### config.mk
export PLATFORM = sky130hd
export DESIGN_NAME = reg_file
export DESIGN_NICKNAME = d
export VERILOG_FILES = /design/src/rtl/reg_file_pkg.sv /design/src/rtl/reg_file_bypass.sv /design/src/rtl/reg_file.sv
export SDC_FILE = /design/constraint.sdc
export NUM_CORES = 2
export LEC_CHECK = 0
export BUFFER_PORTS_ARGS = -buffer_cell sky130_fd_sc_hd__clkbuf_2
export CORE_AREA = 5 5 380 382
export DETAILED_ROUTE_END_ITERATION = 6
export DIE_AREA = 0 0 385 387
export SLEW_MARGIN = 20
export SYNTH_ARGS = -nofsm -noshare
export SYNTH_HDL_FRONTEND = slang
export SYNTH_SLANG_ARGS = --single-unit
### constraint.sdc
create_clock -name clk -period 7.6 [get_ports clk]
set_clock_uncertainty 0.15 [all_clocks]
set_input_delay 0.76 -clock clk [delete_from_list [all_inputs] [get_ports clk]]
set_output_delay 0.76 -clock clk [all_outputs]
set_load 0.02 [all_outputs]
### src/rtl/reg_file_pkg.sv
// Shared constants and helpers for the register file.
package reg_file_pkg;

    localparam int DATA_W_DEF = 32;
    localparam int ADDR_W_DEF = 5;
    localparam int ZERO_REG   = 0;
    localparam int CNT_W      = 16;

    function automatic logic [CNT_W-1:0] sat_inc(input logic [CNT_W-1:0] v);
        return (v == {CNT_W{1'b1}}) ? v : v + 1'b1;
    endfunction

endpackage

### src/rtl/reg_file_bypass.sv
// Per-read-port forwarding mux: substitutes in-flight write data on an index match.
module reg_file_bypass
    import reg_file_pkg::*;
#(
    parameter int DATA_W = DATA_W_DEF,
    parameter int ADDR_W = ADDR_W_DEF
) (
    input  logic              fwd_en_i,
    input  logic [ADDR_W-1:0] wr_addr_i,
    input  logic [DATA_W-1:0] wr_data_i,
    input  logic [ADDR_W-1:0] rd_addr_i,
    input  logic [DATA_W-1:0] arr_data_i,
    output logic [DATA_W-1:0] rd_data_o
);

    // fwd_en_i already excludes index 0 and reset, so only the address match remains.
    assign rd_data_o = (fwd_en_i && (wr_addr_i == rd_addr_i)) ? wr_data_i : arr_data_i;

endmodule

### src/rtl/reg_file.sv
// Two-read / one-write register file with hardwired zero register and a saturating write counter.
// Define REG_FILE_BYPASS_EN to forward same-cycle write data onto the read ports.
module reg_file
    import reg_file_pkg::*;
#(
    parameter int DATA_W = DATA_W_DEF,
    parameter int ADDR_W = ADDR_W_DEF
) (
    input  logic              clk,
    input  logic              rst_n,
    input  logic [ADDR_W-1:0] rs_addr,
    input  logic [ADDR_W-1:0] rt_addr,
    output logic [DATA_W-1:0] src_data,
    output logic [DATA_W-1:0] tar_data,
    input  logic              reg_write,
    input  logic [ADDR_W-1:0] rd_addr,
    input  logic [DATA_W-1:0] rd_data,
    output logic [CNT_W-1:0]  write_cnt
);

    localparam int DEPTH = 2 ** ADDR_W;
    localparam logic [ADDR_W-1:0] ZERO_IDX = ADDR_W'(ZERO_REG);

    logic [DATA_W-1:0] regs_q [DEPTH];
    logic [CNT_W-1:0]  cnt_q, cnt_d;
    logic              commit;
    logic [DATA_W-1:0] arr_rs, arr_rt;

    assign commit = reg_write && (rd_addr != ZERO_IDX);

    always_comb begin
        cnt_d = cnt_q;
        if (commit) cnt_d = sat_inc(cnt_q);
    end

    // Reset wins over a simultaneous write; entry 0 is never written.
    always_ff @(posedge clk) begin
        if (!rst_n) begin
            for (int i = 0; i < DEPTH; i++) regs_q[i] <= '0;
            cnt_q <= '0;
        end else begin
            if (commit) regs_q[rd_addr] <= rd_data;
            cnt_q <= cnt_d;
        end
    end

    assign arr_rs    = (rs_addr == ZERO_IDX) ? '0 : regs_q[rs_addr];
    assign arr_rt    = (rt_addr == ZERO_IDX) ? '0 : regs_q[rt_addr];
    assign write_cnt = cnt_q;

`ifdef REG_FILE_BYPASS_EN
    logic fwd_en;
    assign fwd_en = commit && rst_n;

    reg_file_bypass #(.DATA_W(DATA_W), .ADDR_W(ADDR_W)) u_byp_rs (
        .fwd_en_i   (fwd_en),
        .wr_addr_i  (rd_addr),
        .wr_data_i  (rd_data),
        .rd_addr_i  (rs_addr),
        .arr_data_i (arr_rs),
        .rd_data_o  (src_data)
    );

    reg_file_bypass #(.DATA_W(DATA_W), .ADDR_W(ADDR_W)) u_byp_rt (
        .fwd_en_i   (fwd_en),
        .wr_addr_i  (rd_addr),
        .wr_data_i  (rd_data),
        .rd_addr_i  (rt_addr),
        .arr_data_i (arr_rt),
        .rd_data_o  (tar_data)
    );
`else
    assign src_data = arr_rs;
    assign tar_data = arr_rt;
`endif

endmodule

==> summary.log <==
INFO  placement      gp_congestion=0.848
INFO  power_and_ir_drop vdd_ir_drop_max=168µV
INFO  sta            rsz_0062_raised_after_global_routing=no
INFO  logic_synthesis netlist_area=55800µm²
INFO  floorplanning  core_area=141000µm²
INFO  critical_path  worst-path-max-fanout=19
INFO  floorplanning  die_boundary_height=387µm
INFO  final_layout   area_added_between_synthesis_and_finish=11.3%
INFO  final_layout   final_layout_size_suffix_gt1_share=27.6%
INFO  drt            drt.antenna.violating_nets=0
INFO  clock_tree     insertion_delay=0.72ns
INFO  critical_path  path_delay_family=buffers and inverters
INFO  clock_tree     cts_sinks=1040
INFO  floorplanning  die_width=385µm
INFO  global_route   aggregate_global_routing_overflow=0
INFO  critical_path  cp.buffers_inverters=4
INFO  global_route   antenna_found_initial=27
INFO  drt            detail_route.iter0.violations=4833
INFO  drt            drt_drc_violations_left=0
INFO  logic_synthesis post-synth-top-area-fraction=55.1%
INFO  clock_tree     cts_max_level=3
INFO  clock_tree     cts_tree=yes
INFO  power_and_ir_drop power_density=225nW/µm²
INFO  logic_synthesis ys_async_sr_fraction=0%
INFO  global_route   first_global_vias=35071
INFO  critical_path  path_class=in2out
INFO  sta            period_minus_slack=5.45ns
INFO  clock_tree     clk_pin_slew=0.06ns
INFO  outcome        outcome=finished, final reports clean
INFO  critical_path  cp-end-kind=primary output
INFO  sta            worst_slew_pin_slew=1.15ns
INFO  flow_run       maxCapViolCount=0
INFO  critical_path  crit_top_cell=clkbuf_2
INFO  sta            number_of_slew_limit_violations_in_the_final_report=0
INFO  clock_tree     cts-hold-fix-buffers=0
INFO  worst_hold_path min-delay-path-class=reg2reg
INFO  sta            setup_violations=0
INFO  critical_path  crit_arrival=4.54ns
INFO  logic_synthesis synth_enable_flop_cells=1024
INFO  logic_synthesis library_cell_with_the_largest_summed_area_after_synthesis=edfxtp_1
INFO  critical_path  worst-r2r-setup-slack=5.30ns
INFO  sta            slew-limit-headroom=23.3%
INFO  final_layout   n_fill_cell=12212
INFO  floorplanning  starting_density_of_the_core=39.7%
INFO  clock_tree     clock_root_buffer=clkbuf_16
INFO  clock_tree     cts_made_buffers=108
INFO  critical_path  worstPathCellList=clkbuf_2 -> clkinv_1 -> nand2_1 -> buf_4 -> a211oi_1 -> a2111oi_2 -> clkbuf_2
INFO  sta            achievable-frequency=0.183GHz
INFO  global_route   grt_overall_usage=25.0%
INFO  clock_tree     number_of_gates_given_a_new_drive_strength_after_cts=0
INFO  clock_tree     setup_fix_bufs_post_cts=0
INFO  global_route   grt_pass1_wl=266mm
INFO  critical_path  worst_ep_required_time=6.69ns
INFO  final_layout   post-route-util=44.2%
INFO  placement      detailed_place_hpwl=108mm
INFO  sta            worst_hold_slack=0.366ns
INFO  logic_synthesis syn-instance-count=3638
INFO  logic_synthesis count_of_state_elements_after_synthesis=1040
INFO  global_route   grt_max_degree=97
INFO  power_and_ir_drop p_leak=21.2nW
INFO  logic_synthesis ys_dominant_reg_cell=edfxtp_1
INFO  logic_synthesis post_synth.cell_area_avg=15.3µm²
INFO  floorplanning  num_rows=138
INFO  sta            report.final.hold_viol_count=0
INFO  drt            drtPass1Iterations=5
INFO  drt            dr_total_vias=34842
INFO  floorplanning  die_area=149000µm²
INFO  floorplanning  design.portCount=130
INFO  sta            worst_slack=2.15ns
INFO  drt            detail_route.wl_per_cell=33.7µm
INFO  power_and_ir_drop total_power=14.0mW
INFO  drt            post_detailed_routing_wire_length=189mm
INFO  logic_synthesis synth_warnings=0
INFO  logic_synthesis synth_sequential_area_ratio=55.7%
INFO  critical_path  crit_path_top_delay_cell=clkinv_1
INFO  placement      pre_cts_slack=2.18ns
INFO  critical_path  critical_path.max_stage_delay=0.99ns
INFO  clock_tree     cts_max_path_buffers=3
INFO  drt            routed_via_density=6.21
INFO  final_layout   final_net_count=3670
INFO  sta            min_period_over_period=71.7%
INFO  placement      port_buffers=129
INFO  logic_synthesis synth.area.top_cells=edfxtp_1 55%, mux4_2 18%, and2_1 11%
INFO  sta            fin_setup_tns=0ns
INFO  logic_synthesis count_of_unique_library_cells_instantiated_by_yosys=61
INFO  critical_path  critPathLaunchType=input pin
==> flip-flops by register name, summed over array words and instances, names as in the netlist <==
name       cells
regs_q      1024
write_cnt     16
==> per-layer routing <==
metal / global-route usage, % / vias up / wire length (µm)
met5: 0 / - / 106
met4: 9.15 / 16 / 7980
met3: 5.98 / 374 / 19600
met2: 38.3 / 2049 / 86400
met1: 34.8 / 18336 / 75200
li1: - / 14067 / -
==> final cells by class <==
| cell class | instances | area, µm² | share of cell area [%] |
|---|---|---|---|
| diodes | 13 | 32.5 | 0.0523 |
| flip-flops and latches | 1040 | 31100 | 50.0 |
| multi-input cells | 2224 | 23400 | 37.6 |
| inverters | 4 | 15.0 | 0.0242 |
| clock buffers | 134 | 2870 | 4.62 |
| clock inverters | 65 | 679 | 1.09 |
| repair buffers | 241 | 1730 | 2.79 |
| well taps | 1890 | 2360 | 3.81 |
==> placed cells by master (no fill, tap or decap), types with 6 or more instances in the layout <==
cell type     n
buf_4       101
nand2_1      61
mux4_1       25
a211o_1      25
clkbuf_2    121
o21ai_4      31
nor2_4       33
clkbuf_16   111
a211oi_1     10
diode_2      13
nor2_1       10
o221ai_1     50
a2111oi_2     8
bufinv_16    15
o31ai_1       8
a22oi_1      45
clkinv_1     27
or4_1         7
mux4_2      437
mux2_2       79
and2_1      993
mux2i_1     135
conb_1       32
edfxtp_1   1024
dfxtp_1      16
a221o_1       7
a211oi_2     24
clkbuf_1     22
nand3_1       7
a21oi_1      39
buf_12       10
a221oi_1      8
nor4_1        6
nand4_1       8
o22ai_1      25
clkinv_2     20
a31oi_1      33
nor2b_1       9
a22o_1       13
==> path summary, 6_finish.rpt <==
check,cells past startpoint,end,startpoint
setup / recovery,7,tar_data[16],rt_addr[4]
hold / removal,2,write_cnt[15],write_cnt[15]
setup reg to reg,5,write_cnt[6],write_cnt[3]
hold reg to reg,2,write_cnt[15],write_cnt[15]
==> per-stage QoR <==
stage	area (µm²)	instances
after floorplan	55900	3669
after global placement	58400	5391
after detailed placement	58600	5399
after CTS	62100	5598
after global routing	62100	5599
final	62100	5611
==> cells in the mapped netlist, types with 29 or more instances <==
cell type     n
mux2_2       79
a31oi_1      33
a22oi_1      45
mux2i_1     135
edfxtp_1   1024
nand2_1      61
nor2_1       43
buf_6        29
o21ai_0      35
o221ai_1     50
clkbuf_1    235
mux4_2      437
buf_4        34
a21oi_1      39
and2_1      994
buf_2        70
==> kinds of logic after synthesis <==
logic type / Yosys count / synth area share, %
simple gates: 1171 / 12.7
other cells: 1 / 0.00672
mux: 681 / 23.1
fa+ha+maj: 1 / 0.0224
compound gates: 339 / 4.71
buf+inv: 405 / 3.81
flops: 1040 / 55.7
==> worst register-to-register path: cells and delay by family (launching register included) <==
family        cells  cell delay [ns]
mux               1             0.17
buf+inv           1             0.28
flops             1             0.55
simple gates      3             1.03
==> report_power, final <==
part	total (mW)	switching, mW	internal (mW)	leakage [nW]
sequential	6.77	0.159	6.61	9.88
combinational	1.73	1.05	0.682	9.58
clock	5.48	2.31	3.17	1.74
No activity file was read; power rests on OpenSTA's default activity.
